### src/rtl/fram_spi_master_ctrl.sv
// SPI master sequencer for an 18-bit-address FRAM-compatible SPI slave.
// Turns single READ / WRITE / RDSR / RDID requests into complete mode-0 SPI
// frames; every WRITE is preceded by its own WREN frame and a CS-high gap.
module fram_spi_master_ctrl #(
  parameter int CLK_DIV = 2,
  parameter int CS_GAP  = 4
) (
  input  logic        clk,
  input  logic        rst_n,
  input  logic        req_valid,
  output logic        req_ready,
  input  logic [1:0]  req_op,
  input  logic [17:0] req_addr,
  input  logic [7:0]  req_wdata,
  output logic        rsp_valid,
  output logic [31:0] rsp_rdata,
  output logic        busy,
  output logic        spi_sck,
  output logic        spi_cs,
  output logic        spi_mosi,
  input  logic        spi_miso
);

  localparam logic [1:0] OP_READ  = 2'b00;
  localparam logic [1:0] OP_WRITE = 2'b01;
  localparam logic [1:0] OP_RDSR  = 2'b10;
  localparam logic [1:0] OP_RDID  = 2'b11;

  localparam logic [7:0] DIV_RELOAD = 8'(CLK_DIV - 1);
  localparam logic [7:0] GAP_RELOAD = 8'(CS_GAP - 1);

  typedef enum logic [3:0] {
    IDLE, WREN_SETUP, WREN_SHIFT, WREN_HOLD, GAP, SETUP, SHIFT, HOLD, DONE
  } state_t;

  // Frame image, left-aligned in 40 bits; read bits are 0 so MOSI stays low.
  function automatic logic [39:0] frame_bits(input logic [1:0] op,
                                             input logic [17:0] addr,
                                             input logic [7:0] wdata);
    logic [23:0] a;
    a = {6'b0, addr};
    case (op)
      OP_READ:  frame_bits = {8'h03, a, 8'h00};
      OP_WRITE: frame_bits = {8'h02, a, wdata};
      OP_RDSR:  frame_bits = {8'h05, 32'h0000_0000};
      OP_RDID:  frame_bits = {8'h9F, 32'h0000_0000};
      default:  frame_bits = 40'h0;
    endcase
  endfunction

  function automatic logic [5:0] frame_len(input logic [1:0] op);
    frame_len = (op == OP_RDSR) ? 6'd16 : 6'd40;
  endfunction

  state_t      state_q, state_d;
  logic [7:0]  cnt_q, cnt_d;
  logic        hi_q, hi_d;
  logic [5:0]  bit_cnt_q, bit_cnt_d;
  logic [5:0]  len_q, len_d;
  logic [39:0] tx_q, tx_d;
  logic [31:0] rx_q, rx_d;
  logic [1:0]  op_q, op_d;
  logic [17:0] addr_q, addr_d;
  logic [7:0]  wdata_q, wdata_d;
  logic        sck_q, sck_d;
  logic        cs_q, cs_d;
  logic        mosi_q, mosi_d;
  logic        rsp_valid_q, rsp_valid_d;
  logic [31:0] rsp_rdata_q, rsp_rdata_d;

  logic [39:0] req_frame_s;
  logic [39:0] main_frame_s;
  logic [31:0] result_s;

  assign req_frame_s  = frame_bits(req_op, req_addr, req_wdata);
  assign main_frame_s = frame_bits(op_q, addr_q, wdata_q);

  assign req_ready = (state_q == IDLE);
  assign busy      = ~req_ready;
  assign spi_sck   = sck_q;
  assign spi_cs    = cs_q;
  assign spi_mosi  = mosi_q;
  assign rsp_valid = rsp_valid_q;
  assign rsp_rdata = rsp_rdata_q;

  // Response word formatting from the read shift register.
  always_comb begin
    case (op_q)
      OP_READ:  result_s = {24'h00_0000, rx_q[7:0]};
      OP_RDSR:  result_s = {24'h00_0000, rx_q[7:0]};
      OP_RDID:  result_s = rx_q;
      default:  result_s = 32'h0000_0000;
    endcase
  end

  // Next-state and pin sequencing; the divider counter reloads at every SCK edge.
  always_comb begin
    state_d     = state_q;
    cnt_d       = cnt_q;
    hi_d        = hi_q;
    bit_cnt_d   = bit_cnt_q;
    len_d       = len_q;
    tx_d        = tx_q;
    rx_d        = rx_q;
    op_d        = op_q;
    addr_d      = addr_q;
    wdata_d     = wdata_q;
    sck_d       = sck_q;
    cs_d        = cs_q;
    mosi_d      = mosi_q;
    rsp_valid_d = 1'b0;
    rsp_rdata_d = rsp_rdata_q;
    case (state_q)
      IDLE: begin
        if (req_valid) begin
          op_d      = req_op;
          addr_d    = req_addr;
          wdata_d   = req_wdata;
          cs_d      = 1'b0;
          sck_d     = 1'b0;
          cnt_d     = DIV_RELOAD;
          hi_d      = 1'b0;
          bit_cnt_d = 6'd0;
          rx_d      = 32'h0000_0000;
          if (req_op == OP_WRITE) begin
            tx_d    = {8'h06, 32'h0000_0000};
            len_d   = 6'd8;
            mosi_d  = 1'b0;
            state_d = WREN_SETUP;
          end else begin
            tx_d    = req_frame_s;
            len_d   = frame_len(req_op);
            mosi_d  = req_frame_s[39];
            state_d = SETUP;
          end
        end else begin
          state_d = IDLE;
        end
      end
      WREN_SETUP, SETUP: begin
        if (cnt_q == 8'd0) begin
          cnt_d   = DIV_RELOAD;
          state_d = (state_q == WREN_SETUP) ? WREN_SHIFT : SHIFT;
        end else begin
          cnt_d = cnt_q - 8'd1;
        end
      end
      WREN_SHIFT, SHIFT: begin
        if (cnt_q == 8'd0) begin
          cnt_d = DIV_RELOAD;
          if (!hi_q) begin
            // Rising SCK: the slave's bit has been stable for a full low phase.
            sck_d = 1'b1;
            hi_d  = 1'b1;
            rx_d  = {rx_q[30:0], spi_miso};
          end else begin
            sck_d     = 1'b0;
            hi_d      = 1'b0;
            bit_cnt_d = bit_cnt_q + 6'd1;
            tx_d      = {tx_q[38:0], 1'b0};
            if ((bit_cnt_q + 6'd1) == len_q) begin
              mosi_d  = 1'b0;
              state_d = (state_q == WREN_SHIFT) ? WREN_HOLD : HOLD;
            end else begin
              mosi_d = tx_q[38];
            end
          end
        end else begin
          cnt_d = cnt_q - 8'd1;
        end
      end
      WREN_HOLD, HOLD: begin
        if (cnt_q == 8'd0) begin
          cs_d = 1'b1;
          if (state_q == WREN_HOLD) begin
            cnt_d   = GAP_RELOAD;
            state_d = GAP;
          end else begin
            cnt_d   = 8'd1;
            state_d = DONE;
          end
        end else begin
          cnt_d = cnt_q - 8'd1;
        end
      end
      GAP: begin
        if (cnt_q == 8'd0) begin
          cs_d      = 1'b0;
          cnt_d     = DIV_RELOAD;
          hi_d      = 1'b0;
          bit_cnt_d = 6'd0;
          tx_d      = main_frame_s;
          len_d     = frame_len(op_q);
          mosi_d    = main_frame_s[39];
          state_d   = SETUP;
        end else begin
          cnt_d = cnt_q - 8'd1;
        end
      end
      DONE: begin
        // First DONE cycle launches the response pulse, second returns to IDLE.
        if (cnt_q != 8'd0) begin
          rsp_valid_d = 1'b1;
          rsp_rdata_d = result_s;
          cnt_d       = 8'd0;
        end else begin
          state_d = IDLE;
        end
      end
      default: begin
        state_d = IDLE;
      end
    endcase
  end

  // State and output registers; reset parks the bus deselected with SCK low.
  always_ff @(posedge clk or negedge rst_n) begin
    if (!rst_n) begin
      state_q     <= IDLE;
      cnt_q       <= 8'd0;
      hi_q        <= 1'b0;
      bit_cnt_q   <= 6'd0;
      len_q       <= 6'd0;
      tx_q        <= 40'h0;
      rx_q        <= 32'h0000_0000;
      op_q        <= 2'b00;
      addr_q      <= 18'h0_0000;
      wdata_q     <= 8'h00;
      sck_q       <= 1'b0;
      cs_q        <= 1'b1;
      mosi_q      <= 1'b0;
      rsp_valid_q <= 1'b0;
      rsp_rdata_q <= 32'h0000_0000;
    end else begin
      state_q     <= state_d;
      cnt_q       <= cnt_d;
      hi_q        <= hi_d;
      bit_cnt_q   <= bit_cnt_d;
      len_q       <= len_d;
      tx_q        <= tx_d;
      rx_q        <= rx_d;
      op_q        <= op_d;
      addr_q      <= addr_d;
      wdata_q     <= wdata_d;
      sck_q       <= sck_d;
      cs_q        <= cs_d;
      mosi_q      <= mosi_d;
      rsp_valid_q <= rsp_valid_d;
      rsp_rdata_q <= rsp_rdata_d;
    end
  end

endmodule

### config.mk
export PLATFORM = sky130hd
export DESIGN_NAME = fram_spi_master_ctrl
export DESIGN_NICKNAME = d
export VERILOG_FILES = /design/src/rtl/fram_spi_master_ctrl.sv
export SDC_FILE = /design/constraint.sdc
export NUM_CORES = 1
export LEC_CHECK = 0
export ABC_AREA = 1
export BUFFER_PORTS_ARGS = -buffer_cell sky130_fd_sc_hd__buf_2
export CAP_MARGIN = 10
export CELL_PAD_IN_SITES_DETAIL_PLACEMENT = 1
export CELL_PAD_IN_SITES_GLOBAL_PLACEMENT = 1
export CORE_MARGIN = 4
export CORE_UTILIZATION = 45
export DETAILED_ROUTE_END_ITERATION = 16
export GPL_TIMING_DRIVEN = 0
export PLACE_DENSITY = 0.84
export SYNTH_ARGS = -nofsm -noshare
export SYNTH_HDL_FRONTEND = slang
export SYNTH_SLANG_ARGS = --single-unit
### constraint.sdc
create_clock -name clk -period 2.7 [get_ports clk]
set_input_delay 0.135 -clock clk [delete_from_list [all_inputs] [get_ports clk]]
set_output_delay 0.135 -clock clk [all_outputs]
set_load 0.005 [all_outputs]
==> results.sh <==
export IMPL_syn_area_sq_mm=0.007098
export IMPL_grt_pass1_vias=6918
export IMPL_cpPeakStageDelay_ns=0.39
export IMPL_cts_sinks=157
export IMPL_place_hpwl_mm=13.27
export IMPL_relSlewSlack=0.5221
export IMPL_root_buffer="clkbuf_16"
export IMPL_rows=45
export IMPL_tns_ns=0
export IMPL_vias_per_cell=5.409
export IMPL_reg2reg_depth=11
export IMPL_gr_total_overflow=0
export IMPL_yosys_top_cells_area="dfrtp_1 55%, o21ai_0 10%, nand2_1 7.4%"
export IMPL_synth_edff_count=0
export IMPL_max_clock_path_buffers=2
export IMPL_routed_wl_mm=20.79
export IMPL_grtUsageTotal=0.2490
export IMPL_power_density_mw_per_mm2=579.1
export IMPL_cp_data_required_time_ns=3.02
export IMPL_crit_path_start_kind="flop"
export IMPL_arrival_ns=2.80
export IMPL_synth_top_area_frac=0.5500
export IMPL_areaGrowthSynthToFinish_pct=20.75
export IMPL_r2r_start="cnt_q[0]"
export IMPL_core_area_sq_mm=0.01531
export IMPL_final_antenna_net_count=0
export IMPL_drc=0
export IMPL_final_common_cell="dfrtp_1"
export IMPL_hp_start="req_addr[1]"
export IMPL_max_freq_ghz=0.4028
export IMPL_yosysWarnings=0
export IMPL_period_needed_ns=2.483
export IMPL_cap_violations=0
export IMPL_drive_gt1_frac=0.1432
export IMPL_cp_slowest_cell="dfrtp_1"
export IMPL_syn_inst=818
export IMPL_grt_pass1_wl_mm=35.54
export IMPL_finish_utilization=0.5596
export IMPL_cts_tree="done"
export IMPL_async_flop_share=1.000
export IMPL_synth_fp_nets=857
export IMPL_nNetsFinal=969
export IMPL_worst_pin_slew_ns=0.7094
export IMPL_vias=6247
export IMPL_start_util=0.4635
export IMPL_path_depth=11
export IMPL_crit_fanout=10
export IMPL_r2r_end="rx_q[19]"
export IMPL_worstPathCellList="inv_1, ha_1, nand3_1, nor2_1, nand2_1, nand2_1, nand2_1, a21oi_4, clkbuf_4, nand3_1, o21ai_0"
export IMPL_fin_crit_sh=0.9195
export IMPL_nFillCells=1851
export IMPL_crit_type="reg2reg"
export IMPL_place_gp_congestion=0.8400
export IMPL_finalHoldViolations=0
export IMPL_dieArea_sq_mm=0.01785
export IMPL_grt_max_degree=94
export IMPL_wl_per_cell_um=18.00
export IMPL_ys_seq_area_frac=0.5537
export IMPL_hold_path_end="addr_q[1]"
export IMPL_skew_ns=0.005599
export IMPL_path_delay_family="simple AND/OR/NAND/NOR gates"
export IMPL_critical_path_buf_inv_count=2
export IMPL_die_w_um=133.6
export IMPL_synthFlopType="dfrtp_1"
export IMPL_die_y_um=133.6
export IMPL_yosys_area_top_type="dfrtp_1"
export IMPL_io_pins=70
export IMPL_drt_initial_drc_count=395
export IMPL_cts_buffers=17
export IMPL_clkLatencyLatePin_ns=0.43
export IMPL_htree_levels=4
export IMPL_ys_ff_latch=157
export IMPL_outcome="finished, final reports clean"
export IMPL_antenna_found_initial=1
export IMPL_p_leak_nw=4.338
export IMPL_cp_end_kind="flop"
export IMPL_port_buffers=69
export IMPL_min_path_cells=3
export IMPL_crit_top_cell="nand2_1"
export IMPL_worst_r2r_setup_slack_ns=0.22
export IMPL_clk_pin_slew_ns=0.06
export IMPL_setup_viol=0
export IMPL_slew_viol_final=0
export IMPL_syn_area_per_cell_sq_um=8.677
export IMPL_cts_setup_buffers=0
export IMPL_rsz0062_at_grt="no"
export IMPL_hold_class="in2reg"
export IMPL_irDropWorstVdd_mv=0.4471
export IMPL_final_cell_mix="156 x dfrtp_1, 148 x o21ai_0, 140 x nand2_1, 118 x inv_1, 82 x buf_2"
export IMPL_firstDrtPassIters=5
export IMPL_yosysUniqueCellTypes=38
timing repair:
item	CTS	global route
endpoints found under the hold margin	85	0
resized for setup	0	4
setup endpoints to repair	0	20
hold buffers	23	0
cells in the mapped netlist, drive strengths merged (2+ instances only):
master and number:
dfrtp 156, o221ai 3, nor3 6, o22ai 11, buf 21, inv 120, clkbuf 22, o21ai 149
nand3 76, o211ai 3, ha 7, a21oi 11, nor2 43, xor2 2, o31ai 32, nand2 142
a32oi 5
layout make-up:
class	count	area, sq um	area share
Clock inverter	10	112.6	0.01314
Multi-Input combinational cell	497	2514	0.2933
Antenna cell	1	2.502	0.0002920
Buffer	43	206.4	0.02409
Tap cell	211	264.0	0.03080
Inverter	121	454.2	0.05299
Clock buffer	22	474.2	0.05533
Sequential cell	157	3930	0.4585
Timing Repair Buffer	93	613.1	0.07153
state kept, by name, summed over array words and instances, names as in the netlist:
register and flops:
tx_q 39, len_q 3, rsp_rdata 32, rx_q 32
rsp_valid 1, cnt_q 8, wdata_q 8, spi_mosi 1
spi_sck 1, bit_cnt_q 6, addr_q 18, op_q 2
state_q 4, hi_q 1, spi_cs 1
layer usage:
metal  global-route usage  up-vias  part of all wire
met2               0.4269      130              0.50
met4              0.09429        0             0.027
met5                    0        -                 0
li1                     -     2918                 -
met3              0.04381       49             0.030
met1               0.3160     3150              0.44
tightest hold or removal path: stages:
cell and delay, ns:
buf_2 0.10, inv_1 0.07, o21ai_0 0.09
report_power, final:
| group | internal (W) | total [W] | switching [W] |
|---|---|---|---|
| clock network | 0.00143 | 0.00239 | 0.000957 |
| registers | 0.00238 | 0.00239 | 0.0000140 |
| logic | 0.0000654 | 0.000185 | 0.000120 |
| total | 0.00387 | 0.00496 | 0.00109 |
through the flow:
step | hold slack [ns] | instance area (sq um) | std cells | power, W | worst slack [ns]
6_report | 0.01182 | 8571 | 1155 | 0.004964 | 0.2174
5_1_grt | 0.03794 | 8571 | 1155 | 0.005137 | 0.01197
4_1_cts | 0.007654 | 8562 | 1154 | 0.004996 | 0.1490
3_5_place_dp | 0.1160 | 7745 | 1099 | 0.002589 | 0.2351
3_3_place_gp | 0.3418 | 7707 | 1098 | 0.002577 | -0.9205
2_1_floorplan | -0.1606 | 7098 | 818 | 0.002483 | 0.8605
worst max-delay path by stage:
stage | endpoint | slack (ns) | startpoint
after floorplan | bit_cnt_q[3] | 0.86 | cnt_q[0]
after global placement | tx_q[20] | -0.92 | rst_n
final | rx_q[19] | 0.22 | cnt_q[0]
after global routing | tx_q[24] | 0.01 | cnt_q[0]
after detailed placement | rsp_rdata[1] | 0.24 | cnt_q[0]
after CTS | rsp_rdata[16] | 0.15 | cnt_q[0]
kinds of logic after synthesis:
family,Yosys count,synth area share
flops,157,0.5537
simple gates,269,0.1616
xor+xnor,3,0.003702
compound gates,217,0.1749
fa+ha+maj,7,0.01234
buf+inv,164,0.09219
mux,1,0.001586
No activity file was read; power rests on OpenSTA's default activity.
